`src/rtl/time_mgr_pkg.sv`:
```
// Shared defaults, channel-state type and the wrap-aware time comparison for time_mgr_mc.
package time_mgr_pkg;

  localparam int DEF_NUNIT = 16;
  localparam int DEF_NTIME = 40;
  localparam int DEF_NCH   = 2;

  typedef enum logic {
    IDLE = 1'b0,
    WAIT = 1'b1
  } chan_state_t;

  // Reached when (curr - tgt) mod 2^width has its top bit clear, i.e. curr is
  // at most half the time range past tgt. Valid for width 1..64.
  function automatic logic time_reached(input logic [63:0] curr,
                                        input logic [63:0] tgt,
                                        input int          width);
    logic [63:0] diff;
    logic [5:0]  msb;
    diff = curr - tgt;
    msb  = 6'(width - 1);
    return !diff[msb];
  endfunction

endpackage

```
`src/rtl/time_wait_chan.sv`:
```
// One stream channel: latches a target time, then pulses release once the target is reached.
// Release is registered one cycle after the reached condition; accept is high only while idle.
module time_wait_chan
  import time_mgr_pkg::*;
#(
  parameter int NTIME = DEF_NTIME
) (
  input  logic             clk,
  input  logic             reset,
  input  logic             reset_time,
  input  logic             time_v,
  output logic             time_a,
  input  logic [NTIME-1:0] time_target,
  input  logic [NTIME-1:0] curr_time,
  output logic             release_pulse
);

  chan_state_t      state, state_nxt;
  logic [NTIME-1:0] target, target_nxt;
  logic             rel_nxt;
  logic             reached;

  assign reached = time_reached(64'(curr_time), 64'(target), NTIME);
  assign time_a  = (state == IDLE);

  always_ff @(posedge clk or posedge reset) begin
    if (reset) begin
      state         <= IDLE;
      target        <= '0;
      release_pulse <= 1'b0;
    end else begin
      state         <= state_nxt;
      target        <= target_nxt;
      release_pulse <= rel_nxt;
    end
  end

  always_comb begin
    state_nxt  = state;
    target_nxt = target;
    rel_nxt    = 1'b0;
    case (state)
      IDLE: begin
        if (time_v) begin
          target_nxt = time_target;
          state_nxt  = WAIT;
        end
      end
      WAIT: begin
        // A time reset abandons the wait silently.
        if (reset_time) begin
          state_nxt = IDLE;
        end else if (reached) begin
          rel_nxt   = 1'b1;
          state_nxt = IDLE;
        end
      end
      default: state_nxt = IDLE;
    endcase
  end

endmodule

```
`src/rtl/time_mgr_mc.sv`:
```
// Time-unit counter plus NCH independent target-time release channels; release is registered.
// Optional heartbeat (define TIME_MGR_HEARTBEAT_EN) is held until hb_a; one due while pending is dropped.
module time_mgr_mc
  import time_mgr_pkg::*;
#(
  parameter int NUNIT   = DEF_NUNIT,
  parameter int NTIME   = DEF_NTIME,
  parameter int NCH     = DEF_NCH,
  parameter int HB_LOG2 = 10
) (
  input  logic                 clk,
  input  logic                 reset,
  input  logic                 reset_time,
  input  logic [NUNIT-1:0]     unit_len,
  input  logic [NCH-1:0]       pc_time_v,
  output logic [NCH-1:0]       pc_time_a,
  input  logic [NCH*NTIME-1:0] pc_time_elapsed,
  // 'release' is a reserved word, hence the suffix.
  output logic [NCH-1:0]       release_pulse,
  output logic                 unit_tick,
  output logic [NTIME-1:0]     curr_time
`ifdef TIME_MGR_HEARTBEAT_EN
  ,
  output logic                 hb_v,
  input  logic                 hb_a,
  output logic [NTIME-1:0]     hb_time
`endif
);

  logic [NUNIT-1:0] unit_cnt;
  logic             unit_end;

  // Widened compare so unit_len of 0 or 1 ends every cycle, and a shrunken
  // unit_len ends the unit at once.
  assign unit_end = ({1'b0, unit_cnt} + 1'b1) >= {1'b0, unit_len};

  always_ff @(posedge clk or posedge reset) begin
    if (reset) begin
      unit_cnt  <= '0;
      curr_time <= '0;
      unit_tick <= 1'b0;
    end else if (reset_time) begin
      unit_cnt  <= '0;
      curr_time <= '0;
      unit_tick <= 1'b0;
    end else if (unit_end) begin
      unit_cnt  <= '0;
      curr_time <= curr_time + 1'b1;
      unit_tick <= 1'b1;
    end else begin
      unit_cnt  <= unit_cnt + 1'b1;
      unit_tick <= 1'b0;
    end
  end

  for (genvar c = 0; c < NCH; c++) begin : g_chan
    time_wait_chan #(
      .NTIME(NTIME)
    ) u_chan (
      .clk          (clk),
      .reset        (reset),
      .reset_time   (reset_time),
      .time_v       (pc_time_v[c]),
      .time_a       (pc_time_a[c]),
      .time_target  (pc_time_elapsed[c*NTIME +: NTIME]),
      .curr_time    (curr_time),
      .release_pulse(release_pulse[c])
    );
  end

`ifdef TIME_MGR_HEARTBEAT_EN
  logic [NTIME-1:0] time_next;
  logic             hb_due;

  assign time_next = curr_time + 1'b1;
  assign hb_due    = unit_end && (time_next[HB_LOG2-1:0] == '0);

  always_ff @(posedge clk or posedge reset) begin
    if (reset) begin
      hb_v    <= 1'b0;
      hb_time <= '0;
    end else if (reset_time) begin
      hb_v <= 1'b0;
    end else if (hb_due && (!hb_v || hb_a)) begin
      hb_v    <= 1'b1;
      hb_time <= time_next;
    end else if (hb_a) begin
      hb_v <= 1'b0;
    end
  end
`endif

endmodule
```
`config.mk`:
```
export PLATFORM = sky130hd
export DESIGN_NAME = time_mgr_mc
export DESIGN_NICKNAME = d
export VERILOG_FILES = /design/src/rtl/time_mgr_pkg.sv /design/src/rtl/time_wait_chan.sv /design/src/rtl/time_mgr_mc.sv
export SDC_FILE = /design/constraint.sdc
export NUM_CORES = 1
export LEC_CHECK = 0
export BUFFER_PORTS_ARGS = -buffer_cell sky130_fd_sc_hd__buf_2
export CORE_ASPECT_RATIO = 1.2
export CORE_MARGIN = 5
export CORE_UTILIZATION = 25
export DETAILED_ROUTE_END_ITERATION = 10
export GPL_TIMING_DRIVEN = 0
export MAX_ROUTING_LAYER = met4
export PLACE_DENSITY = 0.51
export SYNTH_ARGS = -nofsm -noshare
export SYNTH_HDL_FRONTEND = slang
export SYNTH_SLANG_ARGS = --single-unit
export TNS_END_PERCENT = 20
```
`constraint.sdc`:
```
create_clock -name clk -period 5.4 [get_ports clk]
set_input_delay 0.27 -clock clk [delete_from_list [all_inputs] [get_ports clk]]
set_output_delay 0.27 -clock clk [all_outputs]
set_load 0.02 [all_outputs]
```
==> summary.txt, run 1 <==
Status - finished clean
CTS buffer count - 17
Fillers - 3,578
Synth Cell Area - 0.00846 sq mm
# nets final - 1,279
GR Layer Usage met1 - 0.174
Clk pwr share - 0.406
Maxcap violations - 0
Worst Path Max Fanout - 10
Yosys cell types - 50
Placed cells - 1,514
Critical path cell sequence - nand3_1 > nor4_1 > nand4_1 > xnor2_1 > ha_1 > a21o_1 > a21oi_1 > o22ai_1 > a211oi_1 > buf_2 > buf_2 > a211oi_1 > xnor2_1 > nor2_1
Residual DRC count - 0
Die ar. - 0.0376 sq mm
PnR worst setup slack - 1.45 ns
GRT overflow - 0
Post-synth top area share - 0.417
CP required - 5.70 ns
RePlAce Congestion - 0.825
Sequential cell area - 0.00353 sq mm
EDFF count, synth - 0
Global-route wire length before repair - 38.8 mm
Combinational group share of total power - 0.169
PD cells - 278 mW/mm^2
Worst-path cell with the longest stage delay - nor4_1
P_int - 2020 uW
Clock latency on the worst-skew pair - 0.43 ns
Crit path DAT - 4.25 ns
Vias in the first global route - 7,006
Vert. Die Dim - 212 um
Final non-filler cell total - 1,547
DP HPWL - 19.3 mm
Core ar. - 0.0332 sq mm
Routed via count - 6,950
Antenna violations before repair - 0
Yosys reg bits - 141
Top_reg_cell synth - dfrtp_1
Post-synthesis cell count - 918
Unrepaired setup endpoints after global routing - no
Area grow syn2layout - 22.6%
WL/cell - 16.1 um
CP startpoint kind - flip-flop
Worst Path Buf+Inv - 2
Fin. max-slew vios - 0
Count of final setup violators - 0
Area of the multi-input gates - 0.00434 sq mm
Synth Net Count - 1,113
# rows - 73
Root Driver - clkbuf_16
IO buf count - 145
Cell taking the most area after synthesis - dfrtp_1
Fin. Hold Viols - 0
F_max - 253 MHz
Switch share - 0.298
CP Class - reg2reg
Final period utilization - 0.732
Pre-CTS WS - 1.43 ns
All-Layer GR Usage - 0.137
Peak VDD IR - 0.194 mV
CTS tree - done
GR Layer Usage met2 - 0.225
GR peak layer - met2
Family with the most delay on the worst path - compound AO/OA/AOI/OAI gates
Ant. Diodes - 0
Top cells by count, synth - dfrtp_1, nand2_1, inv_1
Worst Max-Slew Pin Slew - 0.783 ns
Total routed wirelength - 24.8 mm
Most numerous cell in the Yosys netlist - dfrtp_1
Post-route ant nets - 0
IO Count - 146
Postcts setup bufs - 0
Die Wd - 178 um
Rel. slew slack - 0.478
Fin crit period - 3.95 ns
Sequential Power Share - 0.425
Clk buf depth - 2
Sink Count - 141
Initial Utilization - 0.254
Seq/Total Area, Yosys - 0.417
Setup crit end kind - flip-flop
Htree depth - 4
Final design utilization - 0.312
Layout cells sized above 1 - 0.199
Cells taking the most area after synthesis - dfrtp_1, ha_1, nand2_1
Number of DRC markers in iteration 0 - 362
Hold Crit Class - in2reg
Slowest stage delay, CP - 0.55 ns
Vias per inst - 4.49
Met3 usage - 0.0216
Switching power - 860 uW
Worst-path clk slew - 0.07 ns
Synth Warn # - 0
Largest net degree at the start of global routing - 83
Worst Skew - 0.0100 ns
Syn_area_per_cell - 9.21 sq um
Leakage - 0.00512 uW
First-pass detailed-route iteration total - 4
Ys async rst share - 1.00
## worst reg2reg max path, cell delays in order, from the launching register on
cell,delay (ns)
dfrtp_1,0.43
nand3_1,0.13
nor4_1,0.55
nand4_1,0.18
xnor2_1,0.25
ha_1,0.29
a21o_1,0.18
a21oi_1,0.13
o22ai_1,0.09
a211oi_1,0.45
buf_2,0.39
buf_2,0.38
a211oi_1,0.15
xnor2_1,0.18
nor2_1,0.05
## metrics by stage
| stage | cell area (sq um) | TNS, ns | total power, uW | hold WS, ns |
|---|---|---|---|---|
| 6_report | 10400 | 0 | 2880 | 0.0373 |
| 5_1_grt | 10400 | 0 | 3060 | 0.0334 |
| 4_1_cts | 10400 | 0 | 2940 | 0.0121 |
| 3_5_place_dp | 9780 | 0 | 1740 | 0.394 |
| 3_3_place_gp | 9750 | -110.60 | 1730 | 0.475 |
| 2_1_floorplan | 8460 | 0 | 1570 | 0.387 |
## per-layer routing
| layer | part of all wire | wire length (um) |
|---|---|---|
| met2 | 0.49 | 12100 |
| met4 | 0.020 | 489 |
| met1 | 0.46 | 11500 |
| met3 | 0.030 | 748 |
| met5 | 0 | 0 |
## placed cells by master (no fill, tap or decap), types with 24 or more instances in the layout
| cell | netlist | layout |
|---|---|---|
| a21oi_1 | 38 | 38 |
| buf_2 | 5 | 150 |
| clkbuf_1 | 29 | 29 |
| dfrtp_1 | 141 | 141 |
| ha_1 | 94 | 94 |
| inv_1 | 106 | 105 |
| nand2_1 | 121 | 121 |
| nand3_1 | 28 | 28 |
| nand4_1 | 24 | 24 |
| nor2_1 | 63 | 63 |
| o21ai_0 | 87 | 87 |
| xnor2_1 | 37 | 37 |
## area by class of cell
class | instances | area share
Multi-Input combinational cell | 630 | 0.419
Sequential cell | 141 | 0.340
Timing Repair Buffer | 147 | 0.0736
Tap cell | 450 | 0.0543
Clock buffer | 18 | 0.0424
Inverter | 106 | 0.0389
Buffer | 41 | 0.0183
Clock inverter | 14 | 0.0133
## logic make-up (layout without fill, tap and decap cells)
logic type / Yosys count / in the layout / share of synthesized area
multiplexers: 13 / 13 / 0.0172
AND/OR/NAND/NOR: 291 / 291 / 0.164
AO/OA/AOI/OAI: 186 / 186 / 0.146
adder cells (fa/ha/maj): 94 / 94 / 0.139
flip-flops: 141 / 141 / 0.417
buffers and inverters: 147 / 326 / 0.0695
XOR/XNOR: 46 / 46 / 0.0476
## flip-flops by register name (all words and copies together) (netlist names)
register                     cells
g_chan.u_chan.release_pulse      2
g_chan.u_chan.target            80
unit_cnt                        16
g_chan.u_chan.state              2
unit_tick                        1
curr_time                       40
## worst paths after layout
kind | from | endpoint | slack, ns | cells after the start
setup / recovery | unit_cnt[2]$_DFF_PP0_ | curr_time[13]$_DFFE_PP0P_ | 1.45 | 14
hold / removal | pc_time_elapsed[69] | g_chan[1].u_chan.target[29]$_DFFE_PP0P_ | 0.04 | 3
setup reg to reg | unit_cnt[2]$_DFF_PP0_ | curr_time[13]$_DFFE_PP0P_ | 1.45 | 14
hold reg to reg | g_chan[0].u_chan.target[0]$_DFFE_PP0P_ | g_chan[0].u_chan.target[0]$_DFFE_PP0P_ | 0.50 | 1
max in group asynchronous | reset | unit_cnt[13]$_DFF_PP0_ | 4.09 | 4
min in group asynchronous | reset | g_chan[1].u_chan.target[25]$_DFFE_PP0P_ | 0.47 | 3
## what timing repair did
action	4_1_cts	5_1_grt
hold endpoints to repair	59	0
gates resized for setup	0	0
hold buffers	1	0
## power groups by stage
stage          logic (uW)  registers, uW  clock network [uW]
6_report              488           1230                1170
5_1_grt               578           1240                1240
4_1_cts               501           1230                1210
3_5_place_dp          498           1250                   0
3_3_place_gp          482           1240                   0
2_1_floorplan         336           1240                   0
No activity file was read; power rests on OpenSTA's default activity.
==> run 2: changes to the inputs <==
==> constraint.sdc (replaced) <==
create_clock -name clk -period 3.7 [get_ports clk]
set_input_delay 0.185 -clock clk [delete_from_list [all_inputs] [get_ports clk]]
set_output_delay 0.185 -clock clk [all_outputs]
set_load 0.02 [all_outputs]
==> run 2 against run 1 <==
Effect of this change:
- the flow now finishes with violations (hold timing)
- combinational power grew 59%
- global-route usage rose by 0.19 points
- core utilization increased by 2.6 points
- critical path depth shrank 1
- non-clock buffer count is 72 higher
- sequential power increased by 46%
- clock skew grew 0.0059 ns
- final area rose by 8.5%
- count of clock-buffer cells in the layout is 1 higher
- fmax rose by 17%
- largest power group is now clock
- highest routed layer unchanged
==> summary.txt, run 2 (synthesized netlist as in run 1, its figures left out) <==
Vias in the first global route - 7,255
Number of DRC markers in iteration 0 - 354
F_max - 295 MHz
Die ar. - 0.0376 sq mm
Status - finished with violations
CP required - 4.02 ns
Failing checks - hold timing
Ant. Diodes - 0
R2r endpoint - curr_time[28]$_DFFE_PP0P_
Worst-path clk slew - 0.07 ns
# nets final - 1,351
Leakage - 0.00552 uW
Count of final setup violators - 0
Setup crit end kind - flip-flop
Area grow syn2layout - 32.9%
R2R cell count - 13
Area after DPL - 0.00983 sq mm
Setup TNS - 0 ns
GR peak layer - met2
CP Class - reg2reg
Layout cells sized above 1 - 0.193
Postcts setup bufs - 0
Maxcap violations - 0
# rows - 73
Fin. Hold Viols - 2
Commonest non-fill, non-tap cells in the layout - buf_2, dfrtp_1, nand2_1, inv_1, ha_1
Fillers - 3,541
Power Total - 4480 uW
CTS buffer count - 17
WL/cell - 15.6 um
All-Layer GR Usage - 0.139
Largest net degree at the start of global routing - 38
Hold WS - -0.00802 ns
Pre-CTS WS - -0.222 ns
Hold EP - g_chan[1].u_chan.target[3]$_DFFE_PP0P_
Biggest regs - g_chan.u_chan.target x80, curr_time x40, unit_cnt x16
Htree depth - 4
First-pass detailed-route iteration total - 5
Vias per inst - 4.42
Worst Skew - 0.0159 ns
Total routed wirelength - 25.2 mm
Final period utilization - 0.915
Worst Max-Slew Pin Slew - 0.797 ns
PnR worst setup slack - 0.313 ns
Residual DRC count - 0
GR Layer Usage met2 - 0.229
Unrepaired setup endpoints after global routing - no
GRT overflow - 0
PD cells - 398 mW/mm^2
Critical R2R Launch - unit_cnt[0]$_DFF_PP0_
Routed via count - 7,156
WHS Path Cells - 3
Hold Crit Class - in2reg
Flop2flop setup slack - 0.31 ns
Met3 usage - 0.0223
Global-route wire length before repair - 39.6 mm
CTS tree - done
Worst Path Max Fanout - 10
DP HPWL - 19.5 mm
Worst-path cell with the longest stage delay - dfrtp_1
RePlAce Congestion - 0.811
IO buf count - 145
Fin. max-slew vios - 0
Clock latency on the worst-skew pair - 0.43 ns
Critical path cell sequence - ha_1 > nand4_2 > nor3_4 > nand2_1 > xnor2_1 > ha_1 > nand4_1 > nor2_1 > a31oi_1 > buf_6 > a211oi_2 > and4_1 > mux2_1
CP startpoint kind - flip-flop
Vert. Die Dim - 212 um
Crit path DAT - 3.71 ns
Initial Utilization - 0.254
Die Wd - 178 um
IO Count - 146
Clk buf depth - 2
Core ar. - 0.0332 sq mm
Post-route ant nets - 0
Reg with most FFs - g_chan.u_chan.target
GR Layer Usage met1 - 0.175
Peak VDD IR - 0.290 mV
Antenna violations before repair - 0
Root Driver - clkbuf_16
Commonest non-fill, non-tap cell in the layout - buf_2
Sink Count - 141
Fin area - 0.0112 sq mm
Slowest stage delay, CP - 0.43 ns
Fin crit period - 3.39 ns
Rel. slew slack - 0.469
Most frequent CP cell - ha_1
Largest register FFs - 80
HP Start - pc_time_elapsed[43]
run 2: changes by cell type in the layout (fill, tap and decap cells not counted), sizes merged:
cell	before	now
inv	109	107
clkinv	6	3
buf	158	160
clkbuf	47	48
dlygate4sd3	1	71
bufinv	1	5
run 2: layout make-up:
cell class              count  area, sq um  area share
plain buffers              40          199      0.0177
clock buffers              19          433      0.0385
clock inverters            13          213      0.0189
inverters                 106          402      0.0357
multi-input cells         630         4390       0.391
flip-flops and latches    141         3530       0.314
well taps                 450          563      0.0501
repair buffers            220         1520       0.135
run 2: worst max path at each step:
stage | startpoint | to | slack, ns
detailed placement | unit_cnt[2]$_DFF_PP0_ | curr_time[21]$_DFFE_PP0P_ | -0.22
finish | unit_cnt[0]$_DFF_PP0_ | curr_time[28]$_DFFE_PP0P_ | 0.31
global placement | unit_cnt[2]$_DFF_PP0_ | curr_time[21]$_DFFE_PP0P_ | -0.16
floorplan | unit_cnt[2]$_DFF_PP0_ | curr_time[12]$_DFFE_PP0P_ | 0.58
CTS | unit_cnt[0]$_DFF_PP0_ | curr_time[1]$_DFFE_PP0P_ | 0.08
global route | unit_cnt[0]$_DFF_PP0_ | curr_time[28]$_DFFE_PP0P_ | 0.01
run 2: metal layers:
| layer | wire (um) | vias to the layer above |
|---|---|---|
| li1 | - | 3608 |
| met1 | 11400 | 3395 |
| met2 | 12200 | 127 |
| met3 | 1000 | 26 |
| met4 | 537 | 0 |
| met5 | 0 | - |
run 2: stage by stage:
step | util | instances
after floorplan | - | 918
after global placement | 0.293 | 1513
after detailed placement | 0.296 | 1517
after CTS | 0.337 | 1620
after global routing | 0.338 | 1619
final | 0.338 | 1619
run 2: timing repair:
action                                 CTS  global route
endpoints found under the hold margin   89             0
setup endpoints to repair               44            47
pin swaps                                0             1
gates cloned                             0             0
hold buffers                            71             0
resized for setup                        4            10
run 2: power by group:
group | internal (uW) | total [uW] | switching (uW)
Combinational | 318 | 778 | 460
Clock | 1200 | 1910 | 710
Sequential | 1730 | 1790 | 55.2
Total | 3250 | 4480 | 1230
run 2: critical path: cells and delay by family, from the launching register on:
family                     cells  cell delay [ns]
AOI/OAI and AO/OA              2             0.50
DFF                            1             0.43
adders and majority gates      2             0.55
buffers and inverters          1             0.21
and+or+nand+nor                6             1.11
muxes                          1             0.31
xor gates and xnor gates       1             0.16
